## src/rtl/vect_dispatch_if.sv

```systemverilog
// Bundle of the scalar-pipeline, vector-core and status signals of vect_dispatch.
// slave is the dispatcher's view; master is the surrounding environment's view.
interface vect_dispatch_if #(
  parameter int DATA_WIDTH = 32,
  parameter int FIFO_DEPTH = 4
);
  localparam int CNT_B = $clog2(FIFO_DEPTH) + 1;

  // Handshakes: an instruction moves into the buffer on a clock edge where
  // in_valid_i && in_ready_o; in_ready_o never depends on in_valid_i. The core
  // side is pulse-based: vreq_o issues, vready_i gates the next issue,
  // vrd_wr_en_i/xwb_valid_o are single-cycle result strobes.
  logic                  in_valid_i;
  logic                  in_ready_o;
  logic [DATA_WIDTH-1:0] in_instr_i;
  logic [DATA_WIDTH-1:0] in_rs1_i;
  logic [DATA_WIDTH-1:0] in_rs2_i;
  logic                  in_xwb_i;

  logic [DATA_WIDTH-1:0] vinstr_o;
  logic [DATA_WIDTH-1:0] vrs1_o;
  logic [DATA_WIDTH-1:0] vrs2_o;
  logic                  vreq_o;
  logic                  vready_i;
  logic [DATA_WIDTH-1:0] vrd_i;
  logic                  vrd_wr_en_i;

  logic                  xwb_valid_o;
  logic [4:0]            xwb_addr_o;
  logic [DATA_WIDTH-1:0] xwb_data_o;

  logic [CNT_B-1:0]      fifo_count_o;
  logic                  idle_o;
  logic                  err_o;
  logic [1:0]            dbg_state_o;

  modport slave (
    input  in_valid_i, in_instr_i, in_rs1_i, in_rs2_i, in_xwb_i,
    input  vready_i, vrd_i, vrd_wr_en_i,
    output in_ready_o, vinstr_o, vrs1_o, vrs2_o, vreq_o,
    output xwb_valid_o, xwb_addr_o, xwb_data_o,
    output fifo_count_o, idle_o, err_o, dbg_state_o
  );

  modport master (
    output in_valid_i, in_instr_i, in_rs1_i, in_rs2_i, in_xwb_i,
    output vready_i, vrd_i, vrd_wr_en_i,
    input  in_ready_o, vinstr_o, vrs1_o, vrs2_o, vreq_o,
    input  xwb_valid_o, xwb_addr_o, xwb_data_o,
    input  fifo_count_o, idle_o, err_o, dbg_state_o
  );
endinterface

```

## src/rtl/vect_dispatch.sv

```systemverilog
// Buffers vector instructions, issues them one at a time to the vector core
// and routes the core's scalar result back to the scalar register file.
module vect_dispatch #(
  parameter int DATA_WIDTH = 32,
  parameter int FIFO_DEPTH = 4
) (
  input  logic            clk_i,
  input  logic            resetn_i,
  vect_dispatch_if.slave  bus
);
  localparam int CNT_B = $clog2(FIFO_DEPTH) + 1;
  localparam int PTR_W = $clog2(FIFO_DEPTH);

  typedef enum logic [1:0] {
    S_IDLE   = 2'd0,
    S_SETTLE = 2'd1,
    S_WAIT   = 2'd2
  } state_t;

  state_t state_q, state_d;

  logic [DATA_WIDTH-1:0] instr_mem [FIFO_DEPTH];
  logic [DATA_WIDTH-1:0] rs1_mem   [FIFO_DEPTH];
  logic [DATA_WIDTH-1:0] rs2_mem   [FIFO_DEPTH];
  logic                  xwb_mem   [FIFO_DEPTH];

  logic [PTR_W-1:0]      wr_ptr_q, rd_ptr_q;
  logic [CNT_B-1:0]      count_q;
  logic                  push, issue;

  logic [DATA_WIDTH-1:0] vinstr_q, vrs1_q, vrs2_q;
  logic                  vreq_q;
  logic                  xwb_pending_q;
  logic [4:0]            rd_idx_q;
  logic                  xwb_valid_q;
  logic [4:0]            xwb_addr_q;
  logic [DATA_WIDTH-1:0] xwb_data_q;
  logic                  err_q;

  // A full buffer refuses a push even when the same edge pops an entry.
  assign bus.in_ready_o = (count_q < CNT_B'(FIFO_DEPTH));
  assign push           = bus.in_valid_i && bus.in_ready_o;

  always_comb begin
    state_d = state_q;
    issue   = 1'b0;
    case (state_q)
      S_IDLE: begin
        if ((count_q != '0) && bus.vready_i && !xwb_pending_q) begin
          issue   = 1'b1;
          state_d = S_SETTLE;
        end
      end
      // The core's ready still reflects the previous instruction here.
      S_SETTLE: state_d = S_WAIT;
      S_WAIT: begin
        if (bus.vready_i && !xwb_pending_q) state_d = S_IDLE;
      end
      default: state_d = S_IDLE;
    endcase
  end

  always_ff @(posedge clk_i or negedge resetn_i) begin
    if (!resetn_i) state_q <= S_IDLE;
    else           state_q <= state_d;
  end

  // Storage is not reset; emptiness is tracked by the pointers and count.
  always_ff @(posedge clk_i) begin
    if (push) begin
      instr_mem[wr_ptr_q] <= bus.in_instr_i;
      rs1_mem[wr_ptr_q]   <= bus.in_rs1_i;
      rs2_mem[wr_ptr_q]   <= bus.in_rs2_i;
      xwb_mem[wr_ptr_q]   <= bus.in_xwb_i;
    end
  end

  always_ff @(posedge clk_i or negedge resetn_i) begin
    if (!resetn_i) begin
      wr_ptr_q <= '0;
      rd_ptr_q <= '0;
      count_q  <= '0;
    end else begin
      if (push)  wr_ptr_q <= wr_ptr_q + PTR_W'(1);
      if (issue) rd_ptr_q <= rd_ptr_q + PTR_W'(1);
      case ({push, issue})
        2'b10:   count_q <= count_q + CNT_B'(1);
        2'b01:   count_q <= count_q - CNT_B'(1);
        default: count_q <= count_q;
      endcase
    end
  end

  // Operands stay on the bus until the next issue; the core samples them late.
  always_ff @(posedge clk_i or negedge resetn_i) begin
    if (!resetn_i) begin
      vinstr_q      <= '0;
      vrs1_q        <= '0;
      vrs2_q        <= '0;
      vreq_q        <= 1'b0;
      xwb_pending_q <= 1'b0;
      rd_idx_q      <= '0;
      xwb_valid_q   <= 1'b0;
      xwb_addr_q    <= '0;
      xwb_data_q    <= '0;
      err_q         <= 1'b0;
    end else begin
      vreq_q      <= issue;
      xwb_valid_q <= bus.vrd_wr_en_i && xwb_pending_q;
      if (issue) begin
        vinstr_q <= instr_mem[rd_ptr_q];
        vrs1_q   <= rs1_mem[rd_ptr_q];
        vrs2_q   <= rs2_mem[rd_ptr_q];
        if (xwb_mem[rd_ptr_q]) begin
          xwb_pending_q <= 1'b1;
          rd_idx_q      <= instr_mem[rd_ptr_q][11:7];
        end
      end
      if (bus.vrd_wr_en_i) begin
        if (xwb_pending_q) begin
          xwb_pending_q <= 1'b0;
          xwb_addr_q    <= rd_idx_q;
          xwb_data_q    <= bus.vrd_i;
        end else begin
          err_q <= 1'b1;
        end
      end
    end
  end

  assign bus.vinstr_o     = vinstr_q;
  assign bus.vrs1_o       = vrs1_q;
  assign bus.vrs2_o       = vrs2_q;
  assign bus.vreq_o       = vreq_q;
  assign bus.xwb_valid_o  = xwb_valid_q;
  assign bus.xwb_addr_o   = xwb_addr_q;
  assign bus.xwb_data_o   = xwb_data_q;
  assign bus.fifo_count_o = count_q;
  assign bus.idle_o       = (state_q == S_IDLE) && (count_q == '0) && !xwb_pending_q;
  assign bus.err_o        = err_q;
  assign bus.dbg_state_o  = state_q;
endmodule

```

## src/flat_wrapper.sv

```systemverilog
// flat-port wrapper written by rule: the top's interface ports become plain ports
module vect_dispatch_flat 
#(
  parameter int DATA_WIDTH = 32,
  parameter int FIFO_DEPTH = 4
)
  (clk_i, resetn_i, bus_in_valid_i, bus_in_instr_i, bus_in_rs1_i, bus_in_rs2_i, bus_in_xwb_i, bus_vready_i, bus_vrd_i, bus_vrd_wr_en_i, bus_in_ready_o, bus_vinstr_o, bus_vrs1_o, bus_vrs2_o, bus_vreq_o, bus_xwb_valid_o, bus_xwb_addr_o, bus_xwb_data_o, bus_fifo_count_o, bus_idle_o, bus_err_o, bus_dbg_state_o);
  vect_dispatch_if #(.DATA_WIDTH(DATA_WIDTH), .FIFO_DEPTH(FIFO_DEPTH)) bus_i ();
  input  logic clk_i;
  input  logic resetn_i;
  input wire logic [$bits(bus_i.in_valid_i)-1:0] bus_in_valid_i;
  input wire logic [$bits(bus_i.in_instr_i)-1:0] bus_in_instr_i;
  input wire logic [$bits(bus_i.in_rs1_i)-1:0] bus_in_rs1_i;
  input wire logic [$bits(bus_i.in_rs2_i)-1:0] bus_in_rs2_i;
  input wire logic [$bits(bus_i.in_xwb_i)-1:0] bus_in_xwb_i;
  input wire logic [$bits(bus_i.vready_i)-1:0] bus_vready_i;
  input wire logic [$bits(bus_i.vrd_i)-1:0] bus_vrd_i;
  input wire logic [$bits(bus_i.vrd_wr_en_i)-1:0] bus_vrd_wr_en_i;
  output wire logic [$bits(bus_i.in_ready_o)-1:0] bus_in_ready_o;
  output wire logic [$bits(bus_i.vinstr_o)-1:0] bus_vinstr_o;
  output wire logic [$bits(bus_i.vrs1_o)-1:0] bus_vrs1_o;
  output wire logic [$bits(bus_i.vrs2_o)-1:0] bus_vrs2_o;
  output wire logic [$bits(bus_i.vreq_o)-1:0] bus_vreq_o;
  output wire logic [$bits(bus_i.xwb_valid_o)-1:0] bus_xwb_valid_o;
  output wire logic [$bits(bus_i.xwb_addr_o)-1:0] bus_xwb_addr_o;
  output wire logic [$bits(bus_i.xwb_data_o)-1:0] bus_xwb_data_o;
  output wire logic [$bits(bus_i.fifo_count_o)-1:0] bus_fifo_count_o;
  output wire logic [$bits(bus_i.idle_o)-1:0] bus_idle_o;
  output wire logic [$bits(bus_i.err_o)-1:0] bus_err_o;
  output wire logic [$bits(bus_i.dbg_state_o)-1:0] bus_dbg_state_o;
  assign bus_i.in_valid_i = bus_in_valid_i;
  assign bus_i.in_instr_i = bus_in_instr_i;
  assign bus_i.in_rs1_i = bus_in_rs1_i;
  assign bus_i.in_rs2_i = bus_in_rs2_i;
  assign bus_i.in_xwb_i = bus_in_xwb_i;
  assign bus_i.vready_i = bus_vready_i;
  assign bus_i.vrd_i = bus_vrd_i;
  assign bus_i.vrd_wr_en_i = bus_vrd_wr_en_i;
  assign bus_in_ready_o = bus_i.in_ready_o;
  assign bus_vinstr_o = bus_i.vinstr_o;
  assign bus_vrs1_o = bus_i.vrs1_o;
  assign bus_vrs2_o = bus_i.vrs2_o;
  assign bus_vreq_o = bus_i.vreq_o;
  assign bus_xwb_valid_o = bus_i.xwb_valid_o;
  assign bus_xwb_addr_o = bus_i.xwb_addr_o;
  assign bus_xwb_data_o = bus_i.xwb_data_o;
  assign bus_fifo_count_o = bus_i.fifo_count_o;
  assign bus_idle_o = bus_i.idle_o;
  assign bus_err_o = bus_i.err_o;
  assign bus_dbg_state_o = bus_i.dbg_state_o;
  vect_dispatch #(.DATA_WIDTH(DATA_WIDTH), .FIFO_DEPTH(FIFO_DEPTH)) u_core (.clk_i(clk_i), .resetn_i(resetn_i), .bus(bus_i));
endmodule
```

## config.mk

```make
export PLATFORM = sky130hd
export DESIGN_NAME = vect_dispatch_flat
export DESIGN_NICKNAME = d
export VERILOG_FILES = /design/src/rtl/vect_dispatch_if.sv /design/src/rtl/vect_dispatch.sv /design/src/flat_wrapper.sv
export SDC_FILE = /design/constraint.sdc
export NUM_CORES = 1
export LEC_CHECK = 0
export ABC_AREA = 1
export BUFFER_PORTS_ARGS = -buffer_cell sky130_fd_sc_hd__buf_4
export CAP_MARGIN = 40
export CELL_PAD_IN_SITES_DETAIL_PLACEMENT = 0
export CELL_PAD_IN_SITES_GLOBAL_PLACEMENT = 1
export CORE_MARGIN = 2
export CORE_UTILIZATION = 36
export CTS_BUF_LIST = sky130_fd_sc_hd__clkbuf_4 sky130_fd_sc_hd__clkbuf_8
export DETAILED_ROUTE_END_ITERATION = 10
export PLACE_DENSITY = 0.76
export SLEW_MARGIN = 10
export SYNTH_ARGS = -nofsm -noshare
export SYNTH_HDL_FRONTEND = slang
export SYNTH_SLANG_ARGS = --single-unit
```

## constraint.sdc

```tcl
create_clock -name clk_i -period 6.05 [get_ports clk_i]
set_clock_uncertainty 0.2 [all_clocks]
set_input_delay 0.3025 -clock clk_i [delete_from_list [all_inputs] [get_ports clk_i]]
set_output_delay 0.3025 -clock clk_i [all_outputs]
set_load 0.01 [all_outputs]
```

---- After elaboration in Yosys (flattened, before gate mapping) ----
Memories as Yosys holds them, arrays and structs flattened. A register that Yosys moved wholly into a read port is not among the register bits.
Index checks and enable logic that the tools add are counted.
storage, ports and cells
  output and inout bits ................... 143
  memories kept ........................... 4
  register bits after elaboration ......... 87
  RAM bits ................................ 388
  word-level logic and storage cells ...... 58
memory list
  name              depth  bits a word  read ports  clocked after Yosys merged registers in  write ports  line                 text
  u_core.instr_mem  4      32           1           0                                        1            vect_dispatch.sv:22  logic [DATA_WIDTH-1:0] instr_mem [FIFO_DEPTH];
  u_core.rs1_mem    4      32           1           1                                        1            vect_dispatch.sv:23  logic [DATA_WIDTH-1:0] rs1_mem [FIFO_DEPTH];
  u_core.rs2_mem    4      32           1           1                                        1            vect_dispatch.sv:24  logic [DATA_WIDTH-1:0] rs2_mem [FIFO_DEPTH];
  u_core.xwb_mem    4      1            1           0                                        1            vect_dispatch.sv:25  logic xwb_mem [FIFO_DEPTH];
operators by class
  multiplexer cells ....................... 12
  bitwise gates (word level) .............. 1
  reduce and logical (&&, ||, !) cells .... 18
  add/subtract/negate cells ............... 4
  $lt $le $gt $ge ......................... 1
  eq/ne operators ......................... 6
operators with widths
  kind                   count
  $mux W1                8
  $reduce_and A2 Y1      4
  $logic_and A1 B1 Y1    7
  $pmux W2 S3            1
  $pmux W3 S2            1
  $add A2 B1 Y2 const B  2
  $eq A2 B1 Y1 const B   2
  $eq A2 B2 Y1 const B   2
  $mux W2                2
  $ne A2 B1 Y1 const B   2
  $add A3 B1 Y3 const B  1
  $logic_not A1 Y1       3
  $logic_not A3 Y1       1
  $lt A3 B3 Y1 const B   1
  $reduce_bool A3 Y1     1
  $sub A3 B1 Y3 const B  1
  $logic_not A2 Y1       1
  $reduce_bool A2 Y1     1
  $not A1 Y1             1

---- Logic depth before layout (Yosys ltp) ----
Gate-level depths: netlist of run 1.
  depth in word-level cells ............... 8
  mapped depth ............................ 11
  mapped depth without buffers ............ 10

---- Worst setup path after synthesis of run 1 ----
OpenSTA, ideal clock, no wires.
  path kind ............................... reg2reg
  from .................................... register u_core.count_q[2], in the netlist u_core.bus.fifo_count_o[2]
  to ...................................... memory u_core.instr_mem[0][0], enable pin
  required time ........................... 5.296 ns
  setup slack ............................. 0.530 ns
  stages on the path, launching flop included .. 4
  library setup time ...................... 0.554 ns
  arrival time ............................ 4.766 ns
  path through ............................ dfrtp_1 > inv_2 > nand2_1 > nor2_1
between the ends
  word-level cells in the longest chain between the ends .. 4
RTL lines
  item                           line                 text
  from (decl)                    vect_dispatch.sv:28  logic [CNT_B-1:0] count_q;
  from (signal assigned)         vect_dispatch.sv:87  2'b10: count_q <= count_q + CNT_B'(1);
  from (signal assigned)         vect_dispatch.sv:88  2'b01: count_q <= count_q - CNT_B'(1);
  from (signal assigned)         vect_dispatch.sv:89  default: count_q <= count_q;
  $lt A3 B3 Y1                   vect_dispatch.sv:41  assign bus.in_ready_o = (count_q < CNT_B'(FIFO_DEPTH));
  named net bus_in_ready_o       flat_wrapper.sv:19   output wire logic [$bits(bus_i.in_ready_o)-1:0] bus_in_ready_o;
  $logic_and A1 B1 Y1            vect_dispatch.sv:42  assign push = bus.in_valid_i && bus.in_ready_o;
  $mux W1                        vect_dispatch.sv:70  if (push) begin
  $mux W1 (not written as such)  vect_dispatch.sv:71  instr_mem[wr_ptr_q] <= bus.in_instr_i;
  to (decl)                      vect_dispatch.sv:22
The timed path passes the listed nets, and every way through them passes these cells.

---- Final worst setup path of run 1 ----
  from .................................... register u_core.rd_ptr_q[0]
  to ...................................... register u_core.vinstr_q[5], in the netlist u_core.bus.vinstr_o[5], read port of u_core.instr_mem
between the ends
  word-level cells in the longest chain between the ends .. 1
RTL lines
  item                    line                 text
  from (decl)             vect_dispatch.sv:27  logic [PTR_W-1:0] wr_ptr_q, rd_ptr_q;
  from (signal assigned)  vect_dispatch.sv:85  if (issue) rd_ptr_q <= rd_ptr_q + PTR_W'(1);
  $mem_v2 Z4 W32          --
  to (decl)               vect_dispatch.sv:31  logic [DATA_WIDTH-1:0] vinstr_q, vrs1_q, vrs2_q;
Every way passes these cells.
A chain may end at the register's enable or synchronous reset.

==> results.md, run 1 <==
- Outcome: completed
- Grt total ovfl: 0
- RSZ-0062 raised after global routing: no
- Hold-fix buffers, CTS: 164
- Clk slew on worst S/H paths: ~60 ps
- Critical path launch point type: register
- Final hold violation count: 0
- I/O pins: 277
- Worst setup margin: 3010 ps
- TritonRoute pass-1 iters: 4
- Placed cell count: 2671
- # nets final: around 2300
- Tmin final: 3040 ps
- Max_cap viols: 0
- Mapped Cells: 1709
- Die Height: 242 µm
- Post-DP HPWL: about 28 mm
- Final WL: 50.4 mm
- H-tree depth: 3
- Core Area: 56300 µm²
- WL per Instance: 16.8 µm
- Bufs on Longest Clock Path: 3
- Worst Setup Path Type: register to register
- Largest net degree at the start of global routing: ~110
- CTS root buf: clkbuf_8
- Crit end category: register
- Final Setup Violations: 0
- Row count: 87
- Clock latency on the worst-skew pair: 670 ps
- CTS Sinks: 539
- PD cells: 467 nW/µm²
- TritonCTS Buffers: 89
- Crit path required time: 6450 ps
- Initial core utilization: 0.363
- Initial DRC Count: 817
- GRT Total Usage: 0.171
- Arrival time at the worst endpoint: 3440 ps
- Max Transition Viols Final: 0
- TritonCTS clock tree: done
- Leak: 11.0 nW
- Layout overhead on the synthesized area: 31.7%
- Buffers on Ports: 276
- Syn_area_per_cell: ~12 µm²
- Register area share after synthesis: 0.755
- Setup bufs post-CTS: 0
- Register bit total from synthesis: 539
- Die width: 242 µm
- Vias per Instance: 4.60
- Maximum clock rate: about 330 MHz
- Vias in the first global route: 13700
- Fin crit share: 0.502
- Max transition margin: 0.427
- First-pass GRT wire length: 77.9 mm
- DIE AREA: 58700 µm²
- Fin cells: 3006
- Post-cts sizing count: 0
- Initial antenna violation count: 5
- DR vias: approximately 14000
- Least-Margin Pin Slew: 859 ps
- Yosys cell types: 26
- Final Util: 0.479
- Setup WS pre-CTS: a little over 3000 ps
- Worst hold path type: primary input to register
- CP max FO: 107
- Final Wtd Congestion: 0.828
- Routed Antenna Nets: 0
- Peak supply drop: 0.221 mV
- Fin Setup TNS: 0 ps
- Syn. warnings: 0
- Layout cells sized above 1: 0.214
- Synthesized area: 20400 µm²
- DRC: 0
- Post-synth net total: 1849
[cells in the mapped netlist (all sizes together)]
cell / n / area [µm²]
a21o: 1 / 7.51
fa: 1 / 20.0
a21oi: 3 / 15.0
o21ai: 276 / 1380
edfxtp: 388 / 11700
nor2: 296 / 1120
xnor2: 1 / 8.76
ha: 5 / 62.6
dfrtp: 151 / 3780
nand2: 456 / 1720
inv: 25 / 93.8
clkbuf: 25 / 93.8
nor4: 1 / 6.26
xor2: 2 / 17.5
o21a: 1 / 7.51
buf: 68 / 408
nand3: 9 / 55.1
[path summary, 6_finish.rpt]
| path | slack, ps | cells after the start | to | start |
|---|---|---|---|---|
| min in group asynchronous | 580 | 4 | u_core.bus.xwb_data_o[7] | resetn_i |
| worst max register to register | 3010 | 6 | u_core.bus.vinstr_o[5] | u_core.rd_ptr_q[0] |
| max in group asynchronous | 4450 | 5 | u_core.bus.vrs2_o[1] | resetn_i |
| worst min register to register | 270 | 2 | u_core.bus.xwb_addr_o[4] | u_core.rd_idx_q[4] |
| worst min-delay path | 120 | 3 | u_core.wr_ptr_q[0] | bus_in_valid_i |
| worst max-delay path | 3010 | 6 | u_core.bus.vinstr_o[5] | u_core.rd_ptr_q[0] |
[registers in the layout, summed over array words and instances (netlist names)]
signal                   flops
u_core.xwb_mem               4
u_core.bus.vinstr_o         32
u_core.bus.fifo_count_o      3
u_core.instr_mem           128
u_core.wr_ptr_q              2
u_core.bus.xwb_addr_o        5
u_core.rd_ptr_q              2
u_core.rs1_mem             128
u_core.bus.xwb_data_o       32
u_core.bus.vrs1_o           32
u_core.bus.vreq_o            1
u_core.xwb_pending_q         1
u_core.bus.dbg_state_o       2
u_core.bus.vrs2_o           32
u_core.bus.xwb_valid_o       1
u_core.rd_idx_q              5
u_core.bus.err_o             1
u_core.rs2_mem             128
[power by group]
part | total (mW) | switching, mW | internal, mW
clock | 3.38 | 1.45 | 1.93
sequential | 5.22 | 0.415 | 4.80
combinational | 3.97 | 2.38 | 1.59
total | 12.6 | 4.25 | 8.32
[layout make-up]
class	count	area (µm²)
flip-flops and latches	539	15400
diodes	4	10.0
repair buffers	463	4040
inverters	25	104
well taps	756	946
clock inverters	30	249
multi-input cells	1052	4460
clock buffers	137	1690
fillers	4938	29300
[per-layer routing]
layer  up-vias  wire, µm  share of wire  GRT usage
met5         -        11        0.00022          0
met2       384     24900           0.49      0.288
met1      6639     21500           0.43      0.213
met4         2      1250          0.025     0.0706
met3        72      2820          0.056     0.0371
li1       6721         -              -          -
[logic make-up (layout without fill, tap and decap cells)]
group,count (synthesis),count (layout),share of synthesized area
AOI/OAI and AO/OA,281,281,0.0690
and+or+nand+nor,762,762,0.142
adders and majority gates,6,6,0.00404
buffers and inverters,118,655,0.0291
xor gates and xnor gates,3,3,0.00129
DFF,539,539,0.755
other,0,4,0
[critical path, stage by stage (launching register included)]
cell and delay (ps):
dfrtp_4 660, inv_6 560, buf_4 780, o21ai_0 270, o21ai_1 140, nand2_1 70
nand2_1 80
[placed cells by master, fill, tap and decap left out]
| master | synthesis | layout |
|---|---|---|
| diode_2 | 0 | 4 |
| a21oi_1 | 3 | 3 |
| nand3_1 | 7 | 7 |
| o21ai_0 | 145 | 145 |
| buf_12 | 0 | 1 |
| clkinv_2 | 0 | 15 |
| dfrtp_1 | 151 | 150 |
| clkinv_4 | 0 | 1 |
| xnor2_1 | 1 | 1 |
| nand3_4 | 0 | 1 |
| buf_16 | 0 | 7 |
| bufinv_16 | 0 | 3 |
| clkinv_1 | 0 | 4 |
| nand2_1 | 453 | 453 |
| inv_6 | 0 | 5 |
| buf_4 | 3 | 291 |
| a21o_1 | 1 | 1 |
| xor2_1 | 2 | 2 |
| o21a_1 | 1 | 1 |
| nor4_1 | 1 | 1 |
| o21ai_1 | 131 | 131 |
| clkinvlp_4 | 0 | 3 |
| nor2_2 | 2 | 2 |
| clkbuf_4 | 0 | 31 |
| fa_1 | 1 | 1 |
| nor2_4 | 1 | 5 |
| nand2_2 | 3 | 3 |
| ha_1 | 5 | 5 |
| inv_8 | 0 | 1 |
| nor2_1 | 293 | 289 |
| dfrtp_4 | 0 | 1 |
| edfxtp_1 | 388 | 388 |
| inv_2 | 5 | 3 |
| clkbuf_8 | 0 | 106 |
| inv_1 | 20 | 20 |
| buf_6 | 10 | 1 |
| dlygate4sd3_1 | 0 | 163 |
| nand3_2 | 2 | 1 |
[per-stage QoR]
step | hold WS, ps | instance area (µm²) | total power [mW]
5_1_grt | 128 | 26900 | 13.4
4_1_cts | 70.5 | 26900 | 12.8
3_3_place_gp | 126 | 23200 | 8.94
2_1_floorplan | -193 | 20400 | 7.56
3_5_place_dp | 132 | 23300 | 9.08
6_report | 124 | 26900 | 12.6
(Power assumes the default switching activity.)
==> run 2, diff against run 1 <==
- PLACE_DENSITY: 0.76 -> 0.78
- clock period: 6.05 -> 2.45 ns (I/O delays scaled with it)
==> run 2 against run 1 <==
Compared with the run above:
- register-to-register slack worse by 2800 ps
- sequential power up 140%
- combinational power increased to 2.5 times the previous value
- clock-buffer cell count shrank 5
- flip-flop and latch count did not move
==> results.md, run 2 (synthesized netlist as in run 1, its figures left out) <==
- FF+latch area: 15400 µm² (unchanged)
- Least-Margin Pin Slew: 615 ps (-245 ps)
- Row count: 87 (unchanged)
- CP max FO: 4 (-96%)
- Grt total ovfl: 0 (unchanged)
- RSZ-0062 raised after global routing: no
- First-pass GRT wire length: 79.7 mm (+2.3%)
- TritonCTS Buffers: 92 (+3.4%)
- Pwr Total: 31.4 mW (+150%)
- Hold WS: 47.2 ps (-76.5 ps)
- Tmin final: 2270 ps (-769 ps)
- Initial antenna violation count: 6 (+1)
- Fillers: 4752 (-3.8%)
- Critical path launch point type: register
- Fin Setup TNS: 0 ps (unchanged)
- Die width: 242 µm (unchanged)
- Largest net degree at the start of global routing: 105 (-2.8%)
- Buffers on Ports: 276 (unchanged)
- PD cells: 1110 nW/µm² (+140%)
- I/O pins: 277 (unchanged)
- Max transition margin: 0.590 (+0.163)
- Biggest regs: u_core.instr_mem: 128 flops, u_core.rs1_mem: 128 flops, u_core.rs2_mem: 128 flops
- DRC: 0 (unchanged)
- CTS Sinks: 539 (unchanged)
- Worst hold path type: primary input to register
- Layout overhead on the synthesized area: 37.9%
- Layout cells sized above 1: 0.205 (-0.00891)
- Routed Antenna Nets: 0 (unchanged)
- Die Height: 242 µm (unchanged)
- Arrival time at the worst endpoint: 2600 ps (-840 ps)
- Max_cap viols: 0 (unchanged)
- Cell Area, Placed: 23500 µm² (+0.79%)
- TritonCTS clock tree: done
- Sw frac: 0.339 (+0.000536)
- Fin cells: 3121 (+3.8%)
- Gate power share: 0.323 (+0.007)
- Sw power: 10.6 mW (+150%)
- Seq pwr share: 0.406 (-0.009)
- Worst setup margin: 182 ps (-2830 ps)
- Leak: 11.5 nW (+4.2%)
- Post-DP HPWL: 27.8 mm (+0.32%)
- Vias per Instance: 4.67 (+1.5%)
- Commonest non-fill, non-tap cells in the layout: 452 x nand2_1, 388 x edfxtp_1, 289 x nor2_1
- DR vias: 14600 (+5.4%)
- Outcome: completed
- TritonRoute pass-1 iters: 5 (+1)
- Final Wtd Congestion: 0.891 (+7.7%)
- Final Util: 0.501 (+0.0226)
- # nets final: 2425 (+5.0%)
- Bufs on Longest Clock Path: 3 (unchanged)
- Placed cell count: 2679 (+0.30%)
- H-tree depth: 3 (unchanged)
- Worst hold path depth: 2 (-1)
- Setup WS pre-CTS: 199 ps (-2890 ps)
- Final hold violation count: 0 (unchanged)
- Final Setup Violations: 0 (unchanged)
- Commonest non-fill, non-tap cell in the layout: nand2_1
- Crit end category: register
- Clock power frac: 0.271 (+0.002)
- Worst Setup Path Type: register to register
- Maximum clock rate: 441 MHz (+34%)
- CTS root buf: clkbuf_8
- R2r worst-path depth: 9 (+3)
- Max Transition Viols Final: 0 (unchanged)
- Vias in the first global route: 14700 (+7.1%)
- Clock latency on the worst-skew pair: 670 ps (about the same)
- Clk slew on worst S/H paths: 60 ps (about the same)
- Final WL: 51.1 mm (+1.3%)
- Initial core utilization: 0.363 (unchanged)
- Internal Pwr Total: 20.7 mW (+150%)
- Crit path required time: 2780 ps (-3670 ps)
- Multi-input logic area: 4470 µm² (+0.17%)
- Post-cts sizing count: 0 (unchanged)
- Final Cell Area: 28200 µm² (+4.7%)
- Peak supply drop: 0.726 mV (+230%)
- DIE AREA: 58700 µm² (unchanged)
- GRT Total Usage: 0.173 (+0.00236)
- WL per Instance: 16.4 µm (-2.4%)
- Initial DRC Count: 782 (-4.3%)
- Fin crit share: 0.926 (+0.424)
- Core Area: 56300 µm² (unchanged)
## run 2: area by class of cell
| cell class | count | area share |
|---|---|---|
| timing repair buffer | 575 | 0.186 |
| multi-input combinational | 1052 | 0.158 |
| antenna | 2 | 0.000177 |
| inverter | 25 | 0.00368 |
| sequential | 539 | 0.547 |
| clock buffer | 132 | 0.0582 |
| tap | 756 | 0.0335 |
| clock inverter | 40 | 0.0127 |
## run 2: routing by layer
metal / global-route usage / wire length [µm] / up-vias
met5: 0 / 52 / -
met4: 0.0681 / 1400 / 8
met3: 0.0429 / 2860 / 104
met2: 0.296 / 25200 / 434
met1: 0.211 / 21600 / 7048
li1: - / - / 6972
## run 2: power by group through the flow
stage               logic (mW)  registers (mW)  clock network (mW)
floorplan                 5.36            13.2                   0
global placement          9.67            12.8                   0
detailed placement        9.86            12.9                   0
CTS                       10.3            12.7                8.74
global route              11.3            12.9                9.18
finish                    10.1            12.7                8.50
## run 2: worst max-delay path, cell delays in order, from the launching register on
cell and delay (ps):
dfrtp_1 410, nor2_2 230, nand2_2 110, nor2_4 150, ha_1 160, inv_1 70
fa_1 380, a21oi_1 150, o21ai_0 120, xor2_1 160
## run 2: path summary, 6_finish.rpt
path,from,end,slack (ps)
worst max-delay path,u_core.bus.dbg_state_o[0],u_core.bus.fifo_count_o[2],180
worst min-delay path,bus_in_rs2_i[7],u_core.rs2_mem[1][7],50
worst max register to register,u_core.bus.dbg_state_o[0],u_core.bus.fifo_count_o[2],180
worst min register to register,u_core.bus.err_o,u_core.bus.err_o,270
max in group asynchronous,resetn_i,u_core.bus.vrs2_o[5],1290
min in group asynchronous,resetn_i,u_core.bus.xwb_data_o[15],360
## run 2: what timing repair did
action | in CTS | in global routing
hold endpoints to repair | 818 | 8
setup buffers | 0 | 0
hold buffers | 266 | 2
==> run 3, diff against run 2 <==
- ABC_AREA: 1 -> default
- PLACE_DENSITY: 0.78 -> 0.7
- clock period: 2.45 -> 2.9 ns (I/O delays scaled with it)
==> run 3 against run 2 <==
Compared with the run above:
- hold slack improved by 11 ps
- flip-flop and latch count is the same
- first-iteration DRC count down 44%
- clock power shrank 20%
- core utilization is 0.36 points higher
- clock-buffer cell count increased by 12
- largest cell class unchanged
- largest power group unchanged
==> results.md, run 3 <==
- Outcome: completed
- CP max FO: 17 (+13)
- Commonest non-fill, non-tap cells in the layout: 388 x edfxtp_1, 291 x buf_4, 232 x dlygate4sd3_1
- Yosys cell types: 29 (+12%)
- Crit path required time: 3230 ps (+450 ps)
- Die Height: 238 µm (-1.6%)
- Post-synth EDFFs: 388 (unchanged)
- Die width: 238 µm (-1.6%)
- Clock latency on the worst-skew pair: 650 ps (-20 ps)
- I/O pins: 277 (unchanged)
- Worst hold path type: primary input to register
- WL per Instance: 19.6 µm (+19%)
- CTS root buf: clkbuf_8
- Top-count cell post-synth: edfxtp_1
- Routed Antenna Nets: 0 (unchanged)
- Max_cap viols: 0 (unchanged)
- Setup bufs post-CTS: 0 (unchanged)
- Synth cell count leaders: 388 x edfxtp_1, 151 x dfrtp_1, 120 x mux2_2, 97 x mux4_2, 18 x mux2_4
- Vias in the first global route: 11600 (-21%)
- Biggest regs: u_core.instr_mem: 128 flops, u_core.rs1_mem: 128 flops, u_core.rs2_mem: 128 flops
- Critical path launch point type: register
- Syn_area_per_cell: 23.1 µm² (+93%)
- Post-synth net total: 996 (-46%)
- Fin crit share: 0.901 (-0.0250)
- Synth area leader: edfxtp_1
- Maximum clock rate: 383 MHz (-13%)
- TritonRoute pass-1 iters: 6 (+1)
- Pwr Total: 26.1 mW (-17%)
- GRT Total Usage: 0.156 (-0.0171)
- Arrival time at the worst endpoint: 2950 ps (+350 ps)
- CTS Sinks: 539 (unchanged)
- Layout overhead on the synthesized area: 37.9% (about the same)
- Final Setup Violations: 0 (unchanged)
- Commonest non-fill, non-tap cell in the layout: edfxtp_1
- TritonCTS clock tree: done
- Bufs on Longest Clock Path: 3 (unchanged)
- Async set-reset flop share out of synthesis: 0.280 (unchanged)
- Core Area: 54000 µm² (-4.0%)
- First-pass GRT wire length: 66.9 mm (-16%)
- Peak supply drop: 0.611 mV (-16%)
- Initial core utilization: 0.366 (+0.00273)
- Setup WS pre-CTS: 547 ps (+349 ps)
- Register bit total from synthesis: 539 (unchanged)
- Worst R2R Start: u_core.rd_ptr_q[0]
- DRC: 0 (unchanged)
- Top-area cell type share of the netlist area: 0.589 (+0.0193)
- Register-to-register setup slack: 290 ps (+110 ps)
- RSZ-0062 raised after global routing: no
- Fin Setup TNS: 0 ps (unchanged)
- Synth area leaders: edfxtp_1 59%, dfrtp_1 19%, mux4_2 11%
- Layout cells sized above 1: 0.466 (+0.261)
- Crit end category: register
- Worst Setup SP: u_core.rd_ptr_q[0]
- Initial DRC Count: 440 (-44%)
- Worst setup margin: 288 ps (+106 ps)
- Clk slew on worst S/H paths: 60 ps (about the same)
- Final Wtd Congestion: 0.689 (-23%)
- Buffers on Ports: 276 (unchanged)
- Tmin final: 2610 ps (+344 ps)
- Max transition margin: 0.599 (+0.00895)
- DR vias: 10500 (-28%)
- H-tree depth: 3 (unchanged)
- Row count: 85 (-2.3%)
- Initial antenna violation count: 4 (-2)
- TritonCTS Buffers: 91 (-1.1%)
- Crit path to: u_core.xwb_pending_q
- Least-Margin Pin Slew: 600 ps (-14.7 ps)
- PD cells: 958 nW/µm² (-14%)
- Vias per Instance: 4.71 (+0.91%)
- Leak: 10.3 nW (-11%)
- Final hold violation count: 0 (unchanged)
- Max Transition Viols Final: 0 (unchanged)
- RR Endpoint: u_core.xwb_pending_q
- Final WL: 43.6 mm (-15%)
- Worst Setup Path Type: register to register
- # nets final: 1597 (-34%)
- Synthesized area: 19800 µm² (-3.3%)
- R2r worst-path depth: 4 (-5)
- Top_reg_cell synth: edfxtp_1
- Largest net degree at the start of global routing: 59 (-44%)
- Post-DP HPWL: 24.7 mm (-11%)
- Register area share after synthesis: 0.780 (+0.0256)
- Syn. warnings: 0 (unchanged)
- Mapped Cells: 856 (-50%)
- DIE AREA: 56800 µm² (-3.2%)
- Grt total ovfl: 0 (unchanged)
## run 3: cell families after synthesis
kind of cell               after synthesis  share of synthesized area
muxes                                  236                      0.193
adders and majority gates                6                    0.00418
DFF                                    539                      0.780
AOI/OAI and AO/OA                        4                    0.00114
and+or+nand+nor                         17                    0.00563
buffers and inverters                   48                     0.0133
xor gates and xnor gates                 6                    0.00266
## run 3: metal layers
| layer | global-route usage | share of wire | vias up |
|---|---|---|---|
| met4 | 0.0528 | 0.018 | 4 |
| met5 | 0 | 0.00057 | - |
| met3 | 0.0455 | 0.063 | 64 |
| met1 | 0.194 | 0.42 | 5434 |
| li1 | - | - | 4691 |
| met2 | 0.263 | 0.50 | 295 |
## run 3: stage by stage
step           utilization  hold WS, ps  cells  instance area, µm²
2_1_floorplan            -         -351    856               19800
3_3_place_gp         0.427         39.2   1827               23100
3_5_place_dp         0.427         58.4   1827               23100
4_1_cts              0.505        0.922   2226               27300
5_1_grt              0.505         15.9   2227               27300
6_report             0.505         57.9   2227               27300
## run 3: worst min-delay path by stage
| stage | depth (start not counted) | slack (ps) | end | from |
|---|---|---|---|---|
| 2_1_floorplan | 0 | -350 | u_core.bus.dbg_state_o[0] | resetn_i |
| 3_3_place_gp | 1 | 40 | u_core.bus.vinstr_o[19] | resetn_i |
| 3_5_place_dp | 1 | 60 | u_core.bus.vinstr_o[19] | resetn_i |
| 4_1_cts | 2 | 0.9 | u_core.rs2_mem[1][30] | bus_in_rs2_i[30] |
| 5_1_grt | 2 | 20 | u_core.rs2_mem[2][24] | bus_in_rs2_i[24] |
| 6_report | 2 | 60 | u_core.rs2_mem[1][30] | bus_in_rs2_i[30] |
## run 3: layout make-up
| class | instances | area (µm²) |
|---|---|---|
| Fill cell | 4398 | 26800 |
| Antenna cell | 1 | 2.50 |
| Inverter | 10 | 37.5 |
| Sequential cell | 539 | 15400 |
| Clock inverter | 22 | 146 |
| Clock buffer | 144 | 1720 |
| Tap cell | 696 | 871 |
| Timing Repair Buffer | 546 | 4970 |
| Multi-Input combinational cell | 269 | 4100 |
## run 3: timing repair
item                                   in CTS  in global routing
hold buffers                              233                  0
gates resized for setup                     0                  0
endpoints found under the hold margin     592                  0
## run 3: critical path: stages, from the launching register on
cell,delay (ps)
dfrtp_4,690
mux4_2,570
nand3_1,260
o21ai_0,160
dlygate4sd3_1,590
## run 3: where the power goes
part | leakage, nW | switching (mW) | internal, mW
Clock | 0.991 | 2.95 | 3.85
Sequential | 5.31 | 0.935 | 10.2
Combinational | 3.97 | 3.50 | 4.67
Total | 10.3 | 7.39 | 18.7
